**src/rtl/feature_wb_agu.sv**
```systemverilog
// Write-back address generator: maps pooled (h, w, channel-group) beats to feature BRAM
// word addresses, re-aligns lagging pool data, counts writes and flags out-of-range beats.
module feature_wb_agu #(
  parameter int DATA_WIDTH = 8,
  parameter int LANES      = 8,
  parameter int ADDR_WIDTH = 12,
  parameter int DIM_WIDTH  = 8,
  parameter int DATA_LAG   = 2
) (
  input  logic                          clk,
  input  logic                          rst,
  input  logic                          layer_start,
  input  logic [DIM_WIDTH-1:0]          cfg_out_size,
  input  logic [DIM_WIDTH-1:0]          cfg_out_channel,
  input  logic                          cfg_dst_bank,
  input  logic [ADDR_WIDTH-1:0]         bank_base0,
  input  logic [ADDR_WIDTH-1:0]         bank_base1,
  input  logic                          in_valid,
  input  logic [DIM_WIDTH-1:0]          in_h,
  input  logic [DIM_WIDTH-1:0]          in_w,
  input  logic [DIM_WIDTH-1:0]          in_ch,
  input  logic [DATA_WIDTH*LANES-1:0]   in_data,
  output logic                          wr_en,
  output logic [ADDR_WIDTH-1:0]         wr_addr,
  output logic [DATA_WIDTH*LANES-1:0]   wr_data,
  output logic                          busy,
  output logic                          layer_done,
  output logic                          err_oob
);

  localparam int LOG2_LANES = $clog2(LANES);
  localparam int WORD_W     = DATA_WIDTH * LANES;
  localparam int ROW_W      = 2 * DIM_WIDTH;
  localparam int CNT_W      = 3 * DIM_WIDTH;
  localparam int SUM_W      = ADDR_WIDTH + CNT_W;

  typedef enum logic [1:0] {S_IDLE, S_CFG, S_RUN, S_DONE} state_t;

  state_t                  state_q, state_d;
  logic [DIM_WIDTH-1:0]    s_q, s_d, c_q, c_d, cw_q, cw_d;
  logic [ADDR_WIDTH-1:0]   base_q, base_d;
  logic [ROW_W-1:0]        row_q, row_d;
  logic [CNT_W-1:0]        total_q, total_d, cnt_q, cnt_d;
  logic                    wr_en_q, wr_en_d, err_q, err_d;
  logic [ADDR_WIDTH-1:0]   wr_addr_q, wr_addr_d;
  logic [WORD_W-1:0]       wr_data_q, wr_data_d;

  logic [DIM_WIDTH-1:0]    cw_calc;
  logic [ROW_W-1:0]        row_calc;
  logic [CNT_W-1:0]        total_calc;
  logic [SUM_W-1:0]        addr_sum;
  logic                    beat_vld, beat_oob, tail_vld, tail_oob;
  logic [ADDR_WIDTH-1:0]   beat_addr, tail_addr;

  // Layer geometry derived from the latched size/channel count
  always_comb begin
    cw_calc    = DIM_WIDTH'(({1'b0, c_q} + (DIM_WIDTH+1)'(LANES - 1)) >> LOG2_LANES);
    row_calc   = ROW_W'(s_q) * ROW_W'(cw_calc);
    total_calc = CNT_W'(s_q) * CNT_W'(row_calc);
  end

  always_comb begin
    addr_sum  = SUM_W'(base_q) + SUM_W'(in_h) * SUM_W'(row_q) + SUM_W'(in_w) * SUM_W'(cw_q)
              + SUM_W'(in_ch >> LOG2_LANES);
    beat_addr = addr_sum[ADDR_WIDTH-1:0];
    beat_vld  = (state_q == S_RUN) && in_valid && !layer_start;
    beat_oob  = (in_h >= s_q) || (in_w >= s_q) || (in_ch >= c_q)
              || ((in_ch & DIM_WIDTH'(LANES - 1)) != '0);
  end

  // Delay line carrying address/error of each beat until its data arrives
  generate
    if (DATA_LAG == 0) begin : g_nolag
      assign tail_vld  = beat_vld;
      assign tail_oob  = beat_oob;
      assign tail_addr = beat_addr;
    end else begin : g_lag
      logic                  stg_vld_q  [1:DATA_LAG];
      logic                  stg_vld_d  [1:DATA_LAG];
      logic                  stg_oob_q  [1:DATA_LAG];
      logic                  stg_oob_d  [1:DATA_LAG];
      logic [ADDR_WIDTH-1:0] stg_addr_q [1:DATA_LAG];
      logic [ADDR_WIDTH-1:0] stg_addr_d [1:DATA_LAG];

      always_comb begin
        stg_vld_d[1]  = beat_vld;
        stg_oob_d[1]  = beat_oob;
        stg_addr_d[1] = beat_addr;
        for (int i = 2; i <= DATA_LAG; i++) begin
          stg_vld_d[i]  = stg_vld_q[i-1];
          stg_oob_d[i]  = stg_oob_q[i-1];
          stg_addr_d[i] = stg_addr_q[i-1];
        end
        if (layer_start) begin
          for (int i = 1; i <= DATA_LAG; i++) stg_vld_d[i] = 1'b0;
        end
      end

      always_ff @(posedge clk) begin
        if (rst) begin
          for (int i = 1; i <= DATA_LAG; i++) begin
            stg_vld_q[i]  <= 1'b0;
            stg_oob_q[i]  <= 1'b0;
            stg_addr_q[i] <= '0;
          end
        end else begin
          stg_vld_q  <= stg_vld_d;
          stg_oob_q  <= stg_oob_d;
          stg_addr_q <= stg_addr_d;
        end
      end

      assign tail_vld  = stg_vld_q[DATA_LAG];
      assign tail_oob  = stg_oob_q[DATA_LAG];
      assign tail_addr = stg_addr_q[DATA_LAG];
    end
  endgenerate

  always_comb begin
    state_d   = state_q;
    s_d       = s_q;
    c_d       = c_q;
    base_d    = base_q;
    cw_d      = cw_q;
    row_d     = row_q;
    total_d   = total_q;
    cnt_d     = cnt_q;
    wr_en_d   = 1'b0;
    wr_addr_d = wr_addr_q;
    wr_data_d = wr_data_q;
    err_d     = err_q;

    if (tail_vld) begin
      if (tail_oob) begin
        err_d = 1'b1;
      end else begin
        wr_en_d   = 1'b1;
        wr_addr_d = tail_addr;
        wr_data_d = in_data;
      end
    end

    case (state_q)
      S_CFG: begin
        cw_d    = cw_calc;
        row_d   = row_calc;
        total_d = total_calc;
        state_d = (total_calc == '0) ? S_DONE : S_RUN;
      end
      S_RUN: begin
        if (wr_en_q) begin
          cnt_d = cnt_q + CNT_W'(1);
          if (cnt_d == total_q) state_d = S_DONE;
        end
      end
      S_DONE:  state_d = S_IDLE;
      default: state_d = state_q;
    endcase

    // A new layer aborts anything in flight, including the beat about to be written
    if (layer_start) begin
      state_d   = S_CFG;
      s_d       = cfg_out_size;
      c_d       = cfg_out_channel;
      base_d    = cfg_dst_bank ? bank_base1 : bank_base0;
      cnt_d     = '0;
      err_d     = 1'b0;
      wr_en_d   = 1'b0;
      wr_addr_d = wr_addr_q;
      wr_data_d = wr_data_q;
    end
  end

  always_ff @(posedge clk) begin
    if (rst) begin
      state_q   <= S_IDLE;
      s_q       <= '0;
      c_q       <= '0;
      base_q    <= '0;
      cw_q      <= '0;
      row_q     <= '0;
      total_q   <= '0;
      cnt_q     <= '0;
      wr_en_q   <= 1'b0;
      wr_addr_q <= '0;
      wr_data_q <= '0;
      err_q     <= 1'b0;
    end else begin
      state_q   <= state_d;
      s_q       <= s_d;
      c_q       <= c_d;
      base_q    <= base_d;
      cw_q      <= cw_d;
      row_q     <= row_d;
      total_q   <= total_d;
      cnt_q     <= cnt_d;
      wr_en_q   <= wr_en_d;
      wr_addr_q <= wr_addr_d;
      wr_data_q <= wr_data_d;
      err_q     <= err_d;
    end
  end

  assign wr_en      = wr_en_q;
  assign wr_addr    = wr_addr_q;
  assign wr_data    = wr_data_q;
  assign err_oob    = err_q;
  assign busy       = (state_q == S_CFG) || (state_q == S_RUN);
  assign layer_done = (state_q == S_DONE);

endmodule

```
**config.mk**
```make
export PLATFORM = sky130hd
export DESIGN_NAME = feature_wb_agu
export DESIGN_NICKNAME = d
export VERILOG_FILES = /design/src/rtl/feature_wb_agu.sv
export SDC_FILE = /design/constraint.sdc
export NUM_CORES = 1
export LEC_CHECK = 0
export CAP_MARGIN = 5
export CORE_ASPECT_RATIO = 1.4
export CORE_MARGIN = 1.5
export CORE_UTILIZATION = 50
export DETAILED_ROUTE_END_ITERATION = 7
export GPL_ROUTABILITY_DRIVEN = 0
export PLACE_DENSITY_LB_ADDON = 0.25
export SYNTH_ARGS = -nofsm -noshare
export SYNTH_HDL_FRONTEND = slang
export SYNTH_SLANG_ARGS = --single-unit
```
**constraint.sdc**
```tcl
create_clock -name clk -period 8.5 [get_ports clk]
set_input_delay 1.275 -clock clk [delete_from_list [all_inputs] [get_ports clk]]
set_output_delay 1.275 -clock clk [all_outputs]
set_load 0.01 [all_outputs]
```
==> metrics <==
Post-DP HPWL 35650 um; yosys warns 0; Core ar. 0.03331 mm^2; Final Setup Violations 1; hold slack 427.0 ps; Crit path required time 8880 ps; XOR/XNOR Fraction of Synth Area 5.262%; RSZ-0062 raised after global routing yes; Final Worst Setup Slack -146.3 ps; layout cells sized above 1 8.646%; period utilisation layout 101.7%; vias in the first global route 14670; largest net degree at the start of global routing 77; worst reg-to-reg path cell count 34; crit-path max FO 6; critical path class reg -> reg; antenna viol nets, final 0; Synth Flop Type dfxtp_1; post-synthesis mux area share 3.973%; DR iter-0 viols 730; fin crit period 8646 ps; H-tree level count 4; DR WL/cell 16.95 um; Cell Pwr Density 141.1 mW/mm^2; number of vias in the routed layout 14070; Layout Skew 11.09 ps; largest family of logic cells by synthesized area adder cells; setup slack, reg-to-reg -150 ps; syn_nets 2413; CP Capture Type register; Worst path max stage delay 540 ps; first-pass GRT wire length 72840 um; Setup WS pre-CTS -363.8 ps; Synth Area in Compound Gates 8.056%; Synth Cell Area 0.01698 mm^2; sequential share of the synthesized area 23.47%; final net count 2653; RR Endpoint state_q[0]$_SDFFE_PP0P_; Setup TNS Final -146.3 ps; crit start category register; clock slew at reported path FFs 80 ps; I/O pin count 213; maxcap violations 0; total grt overflow 0; most frequent CP cell fa_1; Reg-to-Reg Start c_q[0]$_SDFFE_PP0P_; final hold viol count 0; WP data arrival 9020 ps; PortBufs 212; Simple-Gate Fraction of Synth Area 19.83%; Cell variety after synth 64; hold depth 2; Worst VDD drop 0.1421 mV; TritonCTS clock tree done; DR pass1 iterations 5; routed vias/inst 5.300; area share of the largest cell type after synthesis 23.47%; Clock Path Buffers 2; die footprint 0.03508 mm^2; Area growth syn-to-layout 23.28%; ranking of synthesized cells by area dfxtp_1 (23%), fa_1 (22%), ha_1 (10%), nand2_1 (6.6%), inv_1 (5.5%); Post-synth EDFFs 0; initial core utilization 50.96%; clock latency on the worst-skew pair 450 ps; Routed Wire Length 44990 um; Final Util 62.83%; fmax 0.1157 GHz; commonest non-fill, non-tap cell in the layout nand2_1; Die H 221.0 um; Slew @ Worst Pin 1184 ps; outcome finished with violations; commonest non-fill, non-tap cells in the layout nand2_1 (296), inv_1 (248), clkdlybuf4s50_1 (210); Num CTS Buffers 17; count of state elements after synthesis 199; HP Class reg -> reg; Post-Synth Adder-Cell Area 32.08%; Crit-path slowest cell fa_1; Post-route DRC 0; Hold Crit Start tail_addr[8]$_SDFF_PP0_; asr flop ratio synth 0%; Slew headroom 20.83%; CTS Sinks 199; Post-Syn Area per Cell 8.675 um^2; failing checks negative setup slack; end of the worst hold path wr_addr[8]$_SDFFE_PP0P_; leading area contributor after synthesis dfxtp_1; CTS Hold Bufs 0; Mapped Cells 1957; Root Driver clkbuf_16; leakage power total 9.223 nW; Ant. Diodes 0; initial antenna violation count 1; Final Max Tran Viols 0; GR Util All Layers 26.05%; Std-Cell Rows 79; die width 158.7 um
-- worst max-delay path by stage --
stage	startpoint	to	cells past startpoint
3_5_place_dp	c_q[2]$_SDFFE_PP0P_	state_q[0]$_SDFFE_PP0P_	32
6_report	c_q[0]$_SDFFE_PP0P_	state_q[0]$_SDFFE_PP0P_	34
2_1_floorplan	c_q[2]$_SDFFE_PP0P_	state_q[0]$_SDFFE_PP0P_	34
3_3_place_gp	c_q[2]$_SDFFE_PP0P_	state_q[0]$_SDFFE_PP0P_	31
5_1_grt	c_q[0]$_SDFFE_PP0P_	state_q[0]$_SDFFE_PP0P_	33
4_1_cts	c_q[0]$_SDFFE_PP0P_	state_q[0]$_SDFFE_PP0P_	33
-- registers in the layout (all words and copies together) (netlist names), 11 cells and up --
| signal | cells |
|---|---|
| wr_addr | 12 |
| row_q | 11 |
| cnt_q | 24 |
| wr_data | 64 |
| g_lag.stg_addr_d | 12 |
| base_q | 12 |
| total_q | 22 |
| tail_addr | 12 |
-- stage by stage --
step	total power (W)	cells	instance area [um^2]
6_report	0.002953	2654	20930
5_1_grt	0.003169	2654	20930
4_1_cts	0.002981	2652	20820
3_5_place_dp	0.002166	2618	20140
3_3_place_gp	0.002125	2618	20140
2_1_floorplan	0.001835	1957	17130
-- logic make-up after synthesis --
family	count (synthesis)
and+or+nand+nor	705
muxes	67
DFF	199
buffers and inverters	331
AOI/OAI and AO/OA	230
xor gates and xnor gates	102
adders and majority gates	323
-- synth_stat cells, types with 13 or more instances --
master,n
nor2_1,136
a211oi_1,25
nand2_1,298
xor2_1,37
a21oi_1,124
inv_1,249
dfxtp_1,199
ha_1,136
o21ai_0,26
and2_1,108
nor3_1,25
clkbuf_1,72
nand2b_1,13
nand3_1,22
fa_1,187
mux2i_1,64
nor2b_1,32
xnor2_1,65
-- metal layers --
metal	vias to the layer above	share of wire, %	global-route usage [%]
li1	6722	-	-
met1	6787	39	28.25
met2	441	51	48.25
met3	114	5.1	4.349
met4	2	4.5	13.64
met5	-	0.018	0
-- critical path, delay by kind of cell (launching register included) --
kind	cells	cell delay (ps)
flops	1	330
fa+ha+maj	9	4020
buf+inv	5	370
xor+xnor	3	570
simple gates	6	1480
compound gates	11	1790
-- layout make-up --
class	instances	area [um^2]
fillers	2837	12380
multi-input cells	1427	12080
flip-flops and latches	199	3988
inverters	250	938.4
clock inverters	13	137.6
clock buffers	18	439.2
repair buffers	302	2790
well taps	445	556.8
-- report_power, final --
part / switching [W] / internal, W
clock: 0.000410 / 0.000397
combinational: 0.000594 / 0.000514
sequential: 0.0000472 / 0.000992
total: 0.00105 / 0.00190
-- what timing repair did --
action,4_1_cts,5_1_grt
buffers inserted,3,2
pin swaps,10,20
setup endpoints to repair,2,5
resized for setup,13,15
Power figures use the tool's default switching activity.
